## config.mk

```make
export PLATFORM = sky130hd
export DESIGN_NAME = pwm_multi_ch
export DESIGN_NICKNAME = d
export VERILOG_FILES = /design/src/rtl/pwm_pkg.sv /design/src/rtl/pwm_prescaler.sv /design/src/rtl/pwm_multi_ch.sv
export SDC_FILE = /design/constraint.sdc
export NUM_CORES = 1
export LEC_CHECK = 0
export ABC_AREA = 1
export BUFFER_PORTS_ARGS = -buffer_cell sky130_fd_sc_hd__clkbuf_2
export CORE_UTILIZATION = 45
export DETAILED_ROUTE_END_ITERATION = 8
export GPL_TIMING_DRIVEN = 0
export PLACE_DENSITY = 0.6
export SLEW_MARGIN = 15
export SYNTH_ARGS = -nofsm -noshare
export SYNTH_HDL_FRONTEND = slang
export SYNTH_SLANG_ARGS = --single-unit
```

## constraint.sdc

```tcl
create_clock -name clk_i -period 4.09 [get_ports clk_i]
set_input_delay 0.6135 -clock clk_i [delete_from_list [all_inputs] [get_ports clk_i]]
set_output_delay 0.6135 -clock clk_i [all_outputs]
set_load 0.01 [all_outputs]
```

## src/rtl/pwm_pkg.sv

```systemverilog
// Shared definitions for the multi-channel PWM block: mode encodings,
// default timing constants and the SERVO threshold mapping.
package pwm_pkg;

  typedef logic pwm_mode_t;

  localparam pwm_mode_t MODE_DIRECT = 1'b0;
  localparam pwm_mode_t MODE_SERVO  = 1'b1;

  localparam int unsigned DEF_NUM_CH     = 3;
  localparam int unsigned DEF_CNT_W      = 8;
  localparam int unsigned DEF_PERIOD_TOP = 255;
  localparam int unsigned DEF_PRE_W      = 32;
  localparam int unsigned DEF_DIV_DIRECT = 10416;
  localparam int unsigned DEF_DIV_SERVO  = 200000;
  localparam int unsigned DEF_SERVO_MIN  = 13;
  localparam int unsigned DEF_SERVO_SPAN = 13;

  // Maps a duty value into the SERVO window. The product is formed at full
  // 64-bit width so nothing is lost before the shift.
  function automatic logic [63:0] servo_thr(
    input logic [63:0] duty,
    input int unsigned min_cnt,
    input int unsigned span_cnt,
    input int unsigned cnt_w
  );
    logic [63:0] w_prod;
    w_prod = duty * 64'(span_cnt);
    return 64'(min_cnt) + (w_prod >> cnt_w);
  endfunction

endpackage

```

## src/rtl/pwm_prescaler.sv

```systemverilog
// Prescaler for the PWM period counter: divides clk_i down to a tick whose
// interval depends on the active mode.
module pwm_prescaler
  import pwm_pkg::*;
#(
  parameter int unsigned PRE_W      = DEF_PRE_W,
  parameter int unsigned DIV_DIRECT = DEF_DIV_DIRECT,
  parameter int unsigned DIV_SERVO  = DEF_DIV_SERVO
) (
  input  logic      clk_i,
  input  logic      rst_i,
  input  logic      en_i,
  input  pwm_mode_t mode_i,
  input  logic      clr_i,
  output logic      tick_o
);

  localparam logic [PRE_W-1:0] DIV_D = PRE_W'(DIV_DIRECT);
  localparam logic [PRE_W-1:0] DIV_S = PRE_W'(DIV_SERVO);

  logic [PRE_W-1:0] r_pre_cnt;
  logic [PRE_W-1:0] w_div;

  assign w_div  = (mode_i == MODE_SERVO) ? DIV_S : DIV_D;
  assign tick_o = en_i && (r_pre_cnt == w_div);

  // NOTE: clocked state uses <= so every flop updates from pre-edge values.
  always_ff @(posedge clk_i) begin
    if (rst_i) begin
      r_pre_cnt <= '0;
    end else if (clr_i || tick_o) begin
      r_pre_cnt <= '0;
    end else if (en_i) begin
      r_pre_cnt <= r_pre_cnt + PRE_W'(1);
    end
  end

endmodule

```

## src/rtl/pwm_multi_ch.sv

```systemverilog
// N-channel PWM generator with double-buffered duty registers that are
// applied only at period wraps, per-channel enable/polarity and DIRECT/SERVO modes.
module pwm_multi_ch
  import pwm_pkg::*;
#(
  parameter int unsigned NUM_CH     = DEF_NUM_CH,
  parameter int unsigned CNT_W      = DEF_CNT_W,
  parameter int unsigned PERIOD_TOP = DEF_PERIOD_TOP,
  parameter int unsigned PRE_W      = DEF_PRE_W,
  parameter int unsigned DIV_DIRECT = DEF_DIV_DIRECT,
  parameter int unsigned DIV_SERVO  = DEF_DIV_SERVO,
  parameter int unsigned SERVO_MIN  = DEF_SERVO_MIN,
  parameter int unsigned SERVO_SPAN = DEF_SERVO_SPAN,
  localparam int unsigned CH_W      = (NUM_CH > 1) ? $clog2(NUM_CH) : 1
) (
  input  logic              clk_i,
  input  logic              rst_i,
  input  logic              en_i,
  input  logic              mode_i,
  input  logic              wr_en_i,
  input  logic [CH_W-1:0]   wr_ch_i,
  input  logic [CNT_W-1:0]  wr_duty_i,
  input  logic [NUM_CH-1:0] ch_en_i,
  input  logic [NUM_CH-1:0] pol_i,
  output logic [NUM_CH-1:0] pwm_o,
  output logic              period_o,
  output logic [NUM_CH-1:0] pend_o
);

  localparam logic [CNT_W-1:0] P_TOP = CNT_W'(PERIOD_TOP);

  logic             w_tick;
  logic             w_wrap;
  logic             w_mode_chg;
  logic [CNT_W-1:0] r_p_cnt;
  logic             r_period;
  pwm_mode_t        r_mode;

  pwm_prescaler #(
    .PRE_W      (PRE_W),
    .DIV_DIRECT (DIV_DIRECT),
    .DIV_SERVO  (DIV_SERVO)
  ) u_prescaler (
    .clk_i  (clk_i),
    .rst_i  (rst_i),
    .en_i   (en_i),
    .mode_i (r_mode),
    .clr_i  (w_mode_chg),
    .tick_o (w_tick)
  );

  assign w_wrap     = w_tick && (r_p_cnt == P_TOP);
  assign w_mode_chg = w_wrap && (mode_i != r_mode);

  // The requested mode only becomes active at a wrap, like the duty values.
  always_ff @(posedge clk_i) begin
    if (rst_i) begin
      r_p_cnt  <= '0;
      r_period <= 1'b0;
      r_mode   <= MODE_DIRECT;
    end else begin
      r_period <= w_wrap;
      if (w_wrap) begin
        r_p_cnt <= '0;
        r_mode  <= mode_i;
      end else if (w_tick) begin
        r_p_cnt <= r_p_cnt + CNT_W'(1);
      end
    end
  end

  assign period_o = r_period;

  for (genvar gi = 0; gi < NUM_CH; gi++) begin : g_ch
    logic [CNT_W-1:0] r_shadow;
    logic [CNT_W-1:0] r_active;
    logic             r_pend;
    logic             r_pwm;
    logic             w_wr_hit;
    logic [63:0]      w_thr;
    logic             w_below;

    assign w_wr_hit = wr_en_i && (wr_ch_i == CH_W'(gi));
    assign w_thr    = (r_mode == MODE_SERVO)
                    ? servo_thr(64'(r_active), SERVO_MIN, SERVO_SPAN, CNT_W)
                    : 64'(r_active);
    assign w_below  = 64'(r_p_cnt) < w_thr;

    // NOTE: the duty registers are plain flops, so they are reset to drop
    // any pending write together with the rest of the channel state.
    always_ff @(posedge clk_i) begin
      if (rst_i) begin
        r_shadow <= '0;
        r_active <= '0;
        r_pend   <= 1'b0;
        r_pwm    <= 1'b0;
      end else begin
        if (w_wrap && r_pend) begin
          r_active <= r_shadow;
        end
        // A write on the wrap edge re-arms pending for the following period.
        if (w_wr_hit) begin
          r_shadow <= wr_duty_i;
          r_pend   <= 1'b1;
        end else if (w_wrap) begin
          r_pend   <= 1'b0;
        end
        r_pwm <= ch_en_i[gi] ? (w_below ^ pol_i[gi]) : pol_i[gi];
      end
    end

    assign pwm_o[gi]  = r_pwm;
    assign pend_o[gi] = r_pend;
  end

endmodule

```

* After elaboration in Yosys (flattened, before gate mapping) *
Cells that the tools add are included.

cells by class
  bitwise gates (word level) = 3
  add/sub/neg operators = 5
  eq/ne operators = 5
  multiplexer cells = 11
  multiply operators = 3
  reductions and logical operators = 16
  magnitude comparators = 3

operators by type and width
  operator                                             count
  multiplier 8 x 4 -> 12 bit, second input constant    3
  adder 32 x 1 -> 32 bit, second input constant        1
  equality test 32 bit                                 1
  < comparator 8 bit                                   3
  two-way mux 8 bit                                    3
  two-way mux 18 bit                                   1
  adder 4 x 4 -> 5 bit, first input constant           3
  logical AND 1 bit                                    9
  adder 8 x 1 -> 8 bit, second input constant          1
  equality test 8 bit, second input constant           1
  two-way mux 1 bit                                    7
  nonzero test 2 bit                                   3
  OR reduction 2 bit                                   2
  bitwise XOR 1 bit                                    3
  equality test 2 x 1 -> 1 bit, second input constant  1
  equality test 2 bit, second input constant           1
  logical NOT 2 bit                                    1
  logical OR 1 bit                                     1
  != test 1 bit                                        1

word-level totals
  output and inout port bits = 7
  register bits after elaboration = 96
  word-level logic and storage cells = 62
  input bits = 21

* Logic depth before layout (Yosys ltp) *
  word-level depth = 7
  gate-level depth with buffers = 30
  depth with buffers taken out = 30

* Cells and area by module *
Synthesis repeated with hierarchy kept, for this count alone.

second synthesis, totals
  cells, all modules = 962
  area total of the unflattened synthesis = 6754.0 µm²

modules (own cells, without submodules)
  module         sequential area each (µm²)  instances  cells each  area an instance (µm²)
  pwm_multi_ch   1281.2                      1          659         4787.1
  pwm_prescaler  640.6                       1          303         1966.9

* Least setup slack after synthesis *
Ideal clock, no wire load.

  path kind = register to register
  start point = reg g_ch[2].r_active[4]
  end point = reg g_ch[2].r_pwm
  data arrival time = 3.167 ns
  clock period less this slack = 3.282 ns
  path buffers = 0
  stages on the path, launching flop included = 27
  setup time = 0.115 ns
  path slack = 0.808 ns
  data required time = 3.975 ns
  path through = dfxtp_1 -> ha_1 -> inv_1 -> fa_1 -> inv_1 -> ha_1 -> a21oi_1 -> nand3_1 -> nand2_1 -> nand2_1 -> nand2_1 -> nand2_1 -> nand2_1 -> nand2_1 -> nand2_1 -> nand2_1 -> nand2_1 -> nand2_1 -> nand2_1 -> nand2_1 -> ha_1 -> a21oi_1 -> nand2_1 -> nand2_1 -> nand3_1 -> nand2_1 -> nor2_1

between the ends
  cells in the longest elaborated chain, start to end = 6

RTL lines
  element                     RTL line             text
  start: declaration          pwm_multi_ch.sv:76   logic [CNT_W-1:0] r_active;
  start signal: assignment    pwm_multi_ch.sv:99   r_active <= r_shadow;
  multiplier 8 x 4 -> 12 bit  pwm_pkg.sv:28        w_prod = duty * 64'(span_cnt);
  adder 4 x 4 -> 5 bit        pwm_pkg.sv:29        return 64'(min_cnt) + (w_prod >> cnt_w);
  two-way mux 8 bit *         pwm_multi_ch.sv:85   ? servo_thr(64'(r_active), SERVO_MIN, SERVO_SPAN, CNT_W)
  < comparator 8 bit *        pwm_multi_ch.sv:87   assign w_below = 64'(r_p_cnt) < w_thr;
  bitwise XOR 1 bit *         pwm_multi_ch.sv:108  r_pwm <= ch_en_i[gi] ? (w_below ^ pol_i[gi]) : pol_i[gi];
  two-way mux 1 bit *         pwm_multi_ch.sv:108
  end signal: assignment      pwm_multi_ch.sv:108
  end: declaration            pwm_multi_ch.sv:78   logic r_pwm;

Mark *: on every way between the ends. The rest lies on a longest branch, timed or not.
A chain may end at the register's enable or synchronous reset.

* Worst setup path in the final report *
  start point = reg g_ch[1].r_active[4]
  end point = reg g_ch[1].r_pwm

between the ends
  cells in the longest elaborated chain, start to end = 6

RTL lines
  element                     RTL line
  start: declaration          pwm_multi_ch.sv:76
  start signal: assignment    pwm_multi_ch.sv:99
  multiplier 8 x 4 -> 12 bit  pwm_pkg.sv:28
  adder 4 x 4 -> 5 bit        pwm_pkg.sv:29
  two-way mux 8 bit *         pwm_multi_ch.sv:85
  < comparator 8 bit *        pwm_multi_ch.sv:87
  bitwise XOR 1 bit *         pwm_multi_ch.sv:108
  two-way mux 1 bit *         pwm_multi_ch.sv:108
  end signal: assignment      pwm_multi_ch.sv:108
  end: declaration            pwm_multi_ch.sv:78

Marked as above.

==> impl_metrics.yaml <==
setup_path:
  worst_ep_required_time_ns: 4.36
  ff2ff_path_depth: 28
  slowest_delay_ns: 0.49
  crit_slowest_cell: "fa_1"
  critPathMaxFanout: 5
  worstSetupEndpointType: "register"
  r2r_slack_ns: 0.45
  criticalPathCategory: "register to register"
  cpMostUsedCell: "nand2_1"
  reg2reg_from: "g_ch[1].r_active[4]"
  crit_arrival_ns: 3.91
  reg2reg_to: "g_ch[1].r_pwm"
  setup.worst_path.start_class: "register"
finish:
  syn_to_final_growth_pct: 9.996
  final_net_count: 1085
  final_layout_size_suffix_gt1_share_pct: 7.480
  diodes: 0
  post-route-cell-area_mm2: 0.007283
timing:
  min_period_ns: 3.640
  period_share_pct: 89.00
  slew_headroom_pct: 37.72
  fin_skew_ns: 0.01130
  finalMaxSlewViolations: 0
  rsz0062_at_grt: "no"
  max_slew.worst_pin.slew_ns: 0.9271
  tns_ns: 0
  hold_viol: 0
  max_freq_mhz: 274.7
  setup_viol: 0
yosys:
  synth-adder-area-share_pct: 18.93
  synthMuxAreaShare_pct: 0.7559
  synth_top_family_by_area: "simple AND/OR/NAND/NOR gates"
  synth_compound_area_share_pct: 8.957
  synth_area_per_cell_um2: 7.097
  yosysWarnings: 0
  ys_ff_latch: 96
  synth_top_area_share_pct: 29.02
  synth.area.top_cells: "dfxtp_1, ha_1, nand2_1, inv_1, nor2_1"
  synth_most_common_cell: "nand2_1"
  synthSimpleGateAreaFrac_pct: 29.04
  yosysTopAreaCell: "dfxtp_1"
  netlist_area_mm2: 0.006621
  synthArstFlopShare_pct: 0
  synth_edf_count: 0
  syn-num-nets: 1047
  ys_types: 40
  synthXorXnorAreaFrac_pct: 3.175
  yosys_most_used_dff: "dfxtp_1"
  netlist_instances: 933
  seq_area_frac_synth_pct: 29.02
  synthTopCellsByCount: "nand2_1, inv_1, nor2_1, dfxtp_1, ha_1"
place:
  port_buffers: 27
  dpl_cell_area_mm2: 0.006982
  gp_congestion: 0.8168
  dp_hpwl_mm: 11.91
clock_network:
  clk_latency_ns: 0.34
  clock_sinks: 96
  post_cts.repair.setup_buffers: 0
  h-tree-depth: 3
  numCtsBuffers: 9
  cts.clk_slew.worst_paths_ns: 0.07
  hold_buffers: 0
  cts_tree: "yes"
  cts_buffer_depth: 2
  cts-root-buf: "clkbuf_16"
pwr:
  pwr-share-clk_pct: 44.2
  power.leakage_nw: 3.513
  pwr-share-comb_pct: 4.9
  p_int_w: 0.001416
  power-per-cell-area_mw_per_mm2: 258.8
  swShare_pct: 24.88
  ir_worst_vdd_uv: 250.9
  power_switching_w: 0.0004689
  pwr-share-seq_pct: 50.9
hold_path:
  worstHoldStart: "mode_i"
  hold_class: "input port to register"
  min_path_cells: 3
  holdPathEnd: "r_mode"
detailed_routing:
  via_count: 5776
  first_pass_iters: 4
  drt_iter0_drc: 227
  avgRoutedWirePerCell_um: 13.23
  via_per_inst: 4.997
  postRouteAntennaNets: 0
  wirelength_mm: 15.29
  drc: 0
global_routing:
  track_usage_pct: 21.46
  grt_max_degree: 20
  grt_pass1_wl_mm: 25.59
  grt_pass1_vias: 5419
  grt_overflow: 0
  antenna_found_initial: 0
die:
  ios: 28
  fp.dieW_um: 123.3
  start_util_pct: 46.97
  die_area_mm2: 0.01520
  fp.dieH_um: 123.3
  row_count: 43
  fp.coreArea_mm2: 0.01410
run:
  drv_cap: 0
outcome:
  status: "finished clean"
[metrics by stage]
step                      setup WS [ns]  hold slack [ns]  cells  utilization, %  power (W)
final                            0.4497           0.4654   1156           51.67   0.001885
after global routing          0.0008260           0.4783   1156           51.67   0.001960
after CTS                        0.4166           0.4645   1156           51.66   0.001908
after detailed placement         0.4575           0.4690   1140           49.53   0.001073
after global placement           0.4560           0.4660   1140           49.53   0.001073
after floorplan                  0.8080           0.4557    933               -   0.001035
[worst max-delay path: cells and delay by family (launching register included)]
kind	cells	cell delay, ns
and+or+nand+nor	20	1.44
adders and majority gates	4	1.38
DFF	1	0.39
AOI/OAI and AO/OA	1	0.23
buffers and inverters	3	0.13
[power by group through the flow]
stage	Sequential (W)	Clock (W)	Combinational (W)
2_1_floorplan	0.000979	0	0.0000556
3_3_place_gp	0.000981	0	0.0000919
3_5_place_dp	0.000981	0	0.0000921
4_1_cts	0.000959	0.000856	0.0000926
5_1_grt	0.000962	0.000894	0.000104
6_report	0.000959	0.000833	0.0000925
[kinds of logic (layout without fill, tap and decap cells)]
group                      after synthesis  in the layout
xor gates and xnor gates                24             24
buffers and inverters                  165            208
AOI/OAI and AO/OA                      112            112
DFF                                     96             96
and+or+nand+nor                        438            438
muxes                                    5              5
adders and majority gates               93             93
[registers in the layout (all words and copies together) (netlist names)]
name	count
period_o	1
u_prescaler.r_pre_cnt	32
g_ch.r_pwm	3
r_mode	1
g_ch.r_shadow	24
g_ch.r_pend	3
r_p_cnt	8
g_ch.r_active	24
[cells in the final DEF, fill, tap and decap left out, types with 2 or more instances in the layout]
cell type | synthesis | layout
nor4_2 | 2 | 2
inv_1 | 138 | 138
nor2_2 | 3 | 3
nor3_1 | 23 | 23
a21oi_1 | 57 | 57
xor2_1 | 15 | 15
nand4_1 | 21 | 21
or2_2 | 3 | 3
fa_1 | 12 | 12
clkbuf_16 | 0 | 9
clkbuf_2 | 0 | 27
inv_8 | 0 | 3
o22ai_1 | 5 | 5
mux2i_1 | 5 | 5
buf_6 | 3 | 3
a221oi_1 | 2 | 2
nand2_1 | 207 | 207
buf_4 | 6 | 6
dfxtp_1 | 96 | 95
ha_1 | 81 | 81
xnor2_1 | 9 | 9
o21ai_0 | 39 | 39
clkinv_1 | 2 | 2
nor4_1 | 7 | 7
clkbuf_1 | 10 | 10
o21a_1 | 2 | 2
nand3_1 | 55 | 55
a31oi_1 | 3 | 3
clkinv_4 | 0 | 2
a211oi_1 | 2 | 2
buf_2 | 4 | 4
nor2_1 | 109 | 109
[worst max-delay path by stage]
| stage | from | to | cells past startpoint |
|---|---|---|---|
| 6_report | g_ch[1].r_active[4] | g_ch[1].r_pwm | 28 |
| 5_1_grt | g_ch[1].r_active[2] | g_ch[1].r_pwm | 30 |
| 2_1_floorplan | g_ch[2].r_active[4] | g_ch[2].r_pwm | 26 |
| 3_3_place_gp | g_ch[2].r_active[4] | g_ch[2].r_pwm | 28 |
| 4_1_cts | g_ch[2].r_active[4] | g_ch[2].r_pwm | 26 |
| 3_5_place_dp | g_ch[2].r_active[4] | g_ch[2].r_pwm | 26 |
[cell type report]
cell class / instances / area [um2]
well taps: 180 / 225.2
repair buffers: 27 / 135.1
plain buffers: 24 / 140.1
inverters: 141 / 529.3
clock buffers: 9 / 225.2
fillers: 1466 / 6813
multi-input cells: 672 / 4030
flip-flops and latches: 96 / 1923
clock inverters: 7 / 75.07
[repair_timing]
| action | 4_1_cts | 5_1_grt |
|---|---|---|
| setup endpoints to repair | 0 | 1 |
| endpoints found under the hold margin | 0 | 0 |
| gates resized for setup | 0 | 1 |
[per-layer routing]
| layer | share of wire [%] | wire [um] | up-vias | track usage [%] |
|---|---|---|---|---|
| li1 | - | - | 3096 | - |
| met1 | 50 | 7682 | 2597 | 28.90 |
| met2 | 46 | 7058 | 74 | 36.28 |
| met3 | 2.8 | 422 | 9 | 3.229 |
| met4 | 0.84 | 128 | 0 | 4.367 |
| met5 | 0 | 0 | - | 0 |
Power figures use the tool's default switching activity.
